[src/rtl/rv32i_pkg.sv]
// rv32i_pkg: funct3 encodings, LSU state encoding and access legality helper
package rv32i_pkg;
  localparam logic [2:0] F3_B  = 3'b000;
  localparam logic [2:0] F3_H  = 3'b001;
  localparam logic [2:0] F3_W  = 3'b010;
  localparam logic [2:0] F3_BU = 3'b100;
  localparam logic [2:0] F3_HU = 3'b101;
  localparam int CNT_W = 8;
  typedef enum logic [1:0] {S_IDLE, S_REQ, S_RESP, S_DONE} lsu_state_t;
  function automatic logic lsu_bad(input logic [2:0] f3, input logic [1:0] a, input logic st);
    return (f3 == F3_B)  ? 1'b0 :
           (f3 == F3_H)  ? a[0] :
           (f3 == F3_W)  ? |a :
           (f3 == F3_BU) ? st :
           (f3 == F3_HU) ? (st | a[0]) : 1'b1;
  endfunction
endpackage

[src/rtl/mem_stage_lsu_load_align_ext.sv]
// load_align_ext: picks the addressed byte/half of a load word and extends it
module load_align_ext
  import rv32i_pkg::*;
(
  input  logic [31:0] rdata,
  input  logic [1:0]  addr,
  input  logic [2:0]  funct3,
  output logic [31:0] data
);
  logic [7:0]  b;
  logic [15:0] h;
  // lane select followed by sign/zero extension
  always_comb begin
    b = addr[1] ? (addr[0] ? rdata[31:24] : rdata[23:16]) : (addr[0] ? rdata[15:8] : rdata[7:0]);
    h = addr[1] ? rdata[31:16] : rdata[15:0];
    data = (funct3 == F3_B)  ? {{24{b[7]}}, b} :
           (funct3 == F3_BU) ? {24'd0, b} :
           (funct3 == F3_H)  ? {{16{h[15]}}, h} :
           (funct3 == F3_HU) ? {16'd0, h} : rdata;
  end
endmodule

[src/rtl/mem_stage_lsu.sv]
// mem_stage_lsu: MEM-stage load/store unit driving a req/gnt/rvalid data bus
module mem_stage_lsu
  import rv32i_pkg::*;
#(
  parameter int TIMEOUT_CYCLES = 255
) (
  input  logic        clk,
  input  logic        rst,
  input  logic        ex_valid,
  input  logic [31:0] ex_alu_result,
  input  logic [31:0] ex_rs2_data,
  input  logic [4:0]  ex_rd,
  input  logic [2:0]  ex_funct3,
  input  logic        ex_memread,
  input  logic        ex_memwrite,
  input  logic        ex_regwrite,
  input  logic        ex_memtoreg,
  output logic        dmem_req,
  output logic        dmem_we,
  output logic [31:0] dmem_addr,
  output logic [31:0] dmem_wdata,
  output logic [3:0]  dmem_be,
  input  logic        dmem_gnt,
  input  logic        dmem_rvalid,
  input  logic [31:0] dmem_rdata,
  output logic [31:0] mem_mem_data,
  output logic [31:0] mem_alu_result,
  output logic [4:0]  mem_rd,
  output logic        mem_regwrite,
  output logic        mem_memtoreg,
  output logic        mem_stall,
  output logic        mem_misalign,
  output logic        mem_bus_err
);
  lsu_state_t       state;
  logic [CNT_W-1:0] cnt;
  logic [31:0]      data_q, ld_data, st_wdata;
  logic [3:0]       st_be;
  logic             err_q, mem_op, bad, idle, go, tmo;
  load_align_ext u_align (
    .rdata  (dmem_rdata),
    .addr   (ex_alu_result[1:0]),
    .funct3 (ex_funct3),
    .data   (ld_data)
  );
  // access decode and bus lane formatting for the instruction held in EX/MEM
  always_comb begin
    mem_op   = ex_valid & (ex_memread | ex_memwrite);
    bad      = lsu_bad(ex_funct3, ex_alu_result[1:0], ex_memwrite);
    idle     = state == S_IDLE;
    go       = idle & mem_op & ~bad;
    tmo      = cnt == CNT_W'(TIMEOUT_CYCLES - 1);
    st_be    = ~ex_memwrite ? 4'hF :
               (ex_funct3 == F3_B) ? 4'b0001 << ex_alu_result[1:0] :
               (ex_funct3 == F3_H) ? (ex_alu_result[1] ? 4'b1100 : 4'b0011) : 4'hF;
    st_wdata = (ex_funct3 == F3_B) ? {4{ex_rs2_data[7:0]}} :
               (ex_funct3 == F3_H) ? {2{ex_rs2_data[15:0]}} : ex_rs2_data;
  end
  // MEM/WB-facing outputs; timeouts and stores never write back
  always_comb begin
    mem_alu_result = ex_alu_result;
    mem_rd         = ex_rd;
    mem_memtoreg   = ex_memtoreg;
    mem_mem_data   = (state == S_DONE) ? data_q : 32'd0;
    mem_regwrite   = (state == S_DONE) ? ex_valid & ex_regwrite & ~dmem_we & ~err_q :
                     idle & ex_valid & ~mem_op & ex_regwrite;
    mem_stall      = go | state == S_REQ | state == S_RESP;
    mem_misalign   = idle & mem_op & bad;
    mem_bus_err    = err_q;
  end
  // bus transaction FSM with a shared REQ+RESP timeout counter
  always_ff @(posedge clk) begin
    if (rst) begin
      state      <= S_IDLE;
      dmem_req   <= 1'b0;
      dmem_we    <= 1'b0;
      dmem_addr  <= '0;
      dmem_wdata <= '0;
      dmem_be    <= '0;
      data_q     <= '0;
      cnt        <= '0;
      err_q      <= 1'b0;
    end else begin
      case (state)
        S_IDLE: if (go) begin
          state      <= S_REQ;
          dmem_req   <= 1'b1;
          dmem_we    <= ex_memwrite;
          dmem_addr  <= {ex_alu_result[31:2], 2'b00};
          dmem_wdata <= st_wdata;
          dmem_be    <= st_be;
          cnt        <= '0;
          err_q      <= 1'b0;
        end
        S_REQ: begin
          cnt <= cnt + CNT_W'(1);
          if (dmem_gnt | tmo) begin
            dmem_req <= 1'b0;
            err_q    <= ~dmem_gnt;
            state    <= (dmem_gnt & ~dmem_we) ? S_RESP : S_DONE;
          end
        end
        S_RESP: begin
          cnt <= cnt + CNT_W'(1);
          if (dmem_rvalid) data_q <= ld_data;
          if (dmem_rvalid | tmo) begin
            err_q <= ~dmem_rvalid;
            state <= S_DONE;
          end
        end
        S_DONE: begin
          state <= S_IDLE;
          err_q <= 1'b0;
        end
      endcase
    end
  end
endmodule
[config.mk]
export PLATFORM = sky130hd
export DESIGN_NAME = mem_stage_lsu
export DESIGN_NICKNAME = d
export VERILOG_FILES = /design/src/rtl/rv32i_pkg.sv /design/src/rtl/mem_stage_lsu_load_align_ext.sv /design/src/rtl/mem_stage_lsu.sv
export SDC_FILE = /design/constraint.sdc
export NUM_CORES = 1
export LEC_CHECK = 0
export CAP_MARGIN = 40
export CORE_MARGIN = 2
export CORE_UTILIZATION = 40
export CTS_BUF_LIST = sky130_fd_sc_hd__clkbuf_2 sky130_fd_sc_hd__clkbuf_4 sky130_fd_sc_hd__clkbuf_8
export CTS_CLUSTER_DIAMETER = 80
export DETAILED_ROUTE_END_ITERATION = 16
export PLACE_DENSITY_LB_ADDON = 0.05
export SETUP_SLACK_MARGIN = 0.5
export SYNTH_ARGS = -nofsm -noshare
export SYNTH_HDL_FRONTEND = slang
export SYNTH_HIERARCHICAL = 1
export SYNTH_SLANG_ARGS = --single-unit
export TNS_END_PERCENT = 5
[constraint.sdc]
create_clock -name clk -period 2.7 [get_ports clk]
set_input_delay 0.81 -clock clk [delete_from_list [all_inputs] [get_ports clk]]
set_output_delay 0.81 -clock clk [all_outputs]
set_load 0.1 [all_outputs]
==> metrics.md <==
| Metric | Value |
|---|---|
| Status | `complete, but fails checks` |
| Failing checks | `setup timing` |
| Net Sw Frac | `0.404` |
| Drc violations | `0` |
| Layout cells sized above 1 | `0.277` |
| Cell Area, Placed | `8900 um^2` |
| Die Area | `16100 um^2` |
| Core ar. | `14600 um^2` |
| Seq pwr share | `0.375` |
| Req. time, crit path | `1890 ps` |
| Fin. max-slew vios | `0` |
| Non-Filler Instances | `1165` |
| Avg WL per Cell | `16.3 um` |
| Cts bufs inserted | `9` |
| Critical-path cell list | `buf_8 > or4_4 > a21oi_4 > or3_4 > buf_12` |
| Buffer depth of the longest clock path | `2` |
| Clock sink count | `111` |
| Area growth, synth to finish | `53.6%` |
| Routed vias | `6140` |
| M3 GR Usage | `0.0649` |
| Maximum vdd drop | `0.000262 V` |
| Number of port buffers | `242` |
| Combinational fraction of design power | `0.400` |
| Setup ws final | `-28.2 ps` |
| LEAKAGE | `3.62 nW` |
| CTS tree | `yes` |
| #FFs+latches synth | `111` |
| Syn avg cell area | `7.74 um^2` |
| Root Driver | `clkbuf_8` |
| Slew Limit Headroom | `0.441` |
| First-pass GRT wire length | `29.8 mm` |
| Clk pwr share | `0.225` |
| Die X | `127 um` |
| Worst skew pair latency | `400 ps` |
| Sequential-to-total area share from yosys stat | `0.367` |
| H-tree depth | `3` |
| Power Density | `505 nW/um^2` |
| CP Buf/Inv Count | `2` |
| HP Start | `dmem_addr[29]$_SDFFE_PP0P_` |
| Final Hold Viols | `0` |
| Initial drt markers | `394` |
| Antenna violations before repair | `1` |
| RR Startpoint | `state[1]$_SDFFE_PP0P_` |
| Max incr delay on CP | `550 ps` |
| Crit end category | `primary output` |
| Critical Path Slowest Stage Cell | `or4_4` |
| GR Util met1 | `0.289` |
| RSZ-0062 raised after global routing | `yes` |
| Met2 global-route usage | `0.382` |
| CP Launch Type | `input port` |
| Total GRT Usage | `0.229` |
| Hold path endpoint | `dmem_addr[29]$_SDFFE_PP0P_` |
| Worst slew pin tran | `839 ps` |
| Final setup viols | `1` |
| R2R depth | `8` |
| Largest net degree at the start of global routing | `84` |
| Commonest non-fill, non-tap cell in the layout | `nand2_1` |
| Dpl hpwl | `14.1 mm` |
| Final period util | `1.01` |
| Initial Utilization | `0.414` |
| Warnings, synthesis | `6` |
| Drt first pass iters | `5` |
| Top_reg_cell synth | `dfxtp_1` |
| Hold crit path type | `reg -> reg` |
| Synth Instances | `782` |
| Cts-stage hold buffer count | `0` |
| Drt total wl | `19.0 mm` |
| Clock skew | `17.0 ps` |
| Clk slew on worst S/H paths | `110 ps` |
| Vias per std cell | `5.27` |
| Vias in the first global route | `5839` |
| Pint | `2.80 mW` |
| WP data arrival | `1920 ps` |
| Gr busiest metal | `met2` |
| Antenna Violating Nets Remaining | `0` |
| Worst Hold Path Cells | `2` |
| R2r setup slk | `530 ps` |
| Placed cells | `1139` |
| Chip height | `127 um` |
| Yosys cell types | `55` |
| Mapped Area | `6060 um^2` |
| CP max FO | `2` |
| Setup TNS | `-28.2 ps` |
| Worst R2R End | `dmem_wdata[22]$_SDFFE_PP0P_` |
| Post-synth EDFFs | `0` |
| Synth async-reset ratio | `0` |
| Switching pwr | `1.90 mW` |
| Max Cap Viol | `0` |
| FMAX | `367 MHz` |
| Num ports | `257` |
| Nets@finish | `1094` |
| WS Path Type | `in -> out` |
| Gr ovfl total | `0` |
| Minimum clock period | `2730 ps` |
| Gpl congestion | `0.913` |
| Total power | `4.70 mW` |
| Top delay family on crit path | `simple AND/OR/NAND/NOR gates` |
| Floorplan row count | `44` |
| Placement Setup Slack | `-667 ps` |
| Most frequent cells in the layout | `nand2_1 (189), dfxtp_1 (109), buf_4 (106), a21oi_1 (86), buf_12 (72)` |
| Final Cell Area | `9300 um^2` |
[cells in the mapped netlist (9+ instances only)]
cell type / count / share of area
o211ai_1: 9 / 0.011
a221o_1: 18 / 0.030
nand3_1: 16 / 0.013
mux2_2: 9 / 0.017
and2_1: 34 / 0.035
a21oi_1: 86 / 0.071
buf_2: 14 / 0.012
nor2_1: 34 / 0.021
buf_4: 41 / 0.051
dfxtp_1: 111 / 0.37
clkbuf_1: 38 / 0.024
a211oi_1: 10 / 0.012
o21ai_0: 25 / 0.021
nand2_1: 190 / 0.12
mux2i_1: 22 / 0.036
o21ai_1: 10 / 0.0083
[state kept, by name, indices dropped and copies added (netlist names)]
signal and flops:
state 2, cnt 8, dmem_be 4, mem_bus_err 1
data_q 32, dmem_addr 30, dmem_wdata 32, dmem_req 1
dmem_we 1
[worst min-delay path: stages (launching register included)]
cell and delay, ps:
dfxtp_1 330, nand2_1 50, a21oi_1 50
[power groups by stage]
stage          Clock [mW]  Sequential (mW)  Combinational [mW]
2_1_floorplan           0             2.26               0.823
3_3_place_gp            0             1.80                1.80
3_5_place_dp            0             1.80                1.82
4_1_cts              1.10             1.77                1.85
5_1_grt              1.15             1.78                1.97
6_report             1.06             1.76                1.88
[kinds of logic after synthesis]
family | Yosys count | share of synthesized area
AOI/OAI and AO/OA | 194 | 0.204
adders and majority gates | 6 | 0.0124
DFF | 111 | 0.367
and+or+nand+nor | 323 | 0.249
other | 1 | 0.000619
muxes | 34 | 0.0609
buffers and inverters | 113 | 0.106
[worst max-delay path by stage]
| stage | endpoint | cells after the start | from |
|---|---|---|---|
| 5_1_grt | mem_stall | 5 | ex_funct3[0] |
| 3_3_place_gp | mem_stall | 5 | ex_alu_result[0] |
| 3_5_place_dp | dmem_wdata[22]$_SDFFE_PP0P_ | 6 | ex_alu_result[0] |
| 6_report | mem_stall | 5 | ex_funct3[0] |
| 2_1_floorplan | mem_stall | 4 | ex_memwrite |
| 4_1_cts | mem_stall | 5 | ex_funct3[0] |
[per-stage QoR]
stage                util  hold WS (ps)
CTS                 0.632           459
global route        0.635           480
detailed placement  0.608           443
global placement    0.608           440
floorplan               -           432
finish              0.635           461
[layout make-up]
| class | count | area (um^2) |
|---|---|---|
| fillers | 1279 | 5340 |
| multi-input cells | 559 | 3340 |
| repair buffers | 286 | 3260 |
| flip-flops and latches | 111 | 2220 |
| well taps | 184 | 230 |
| clock buffers | 9 | 124 |
| clock inverters | 7 | 88.8 |
| inverters | 8 | 30.0 |
| diodes | 1 | 2.50 |
[layer usage]
layer  wire length, um  share of wire
met1              7740           0.41
met2              9550           0.50
met3              1430          0.075
met4               255          0.013
met5                 0              0
[timing repair]
| item | 4_1_cts | 5_1_grt |
|---|---|---|
| endpoints found under the hold margin | 0 | 0 |
| resized for setup | 107 | 6 |
| setup endpoints to repair | 178 | 109 |
| buffers inserted | 5 | 4 |
| pin swaps | 8 | 38 |
(Power assumes the default switching activity.)
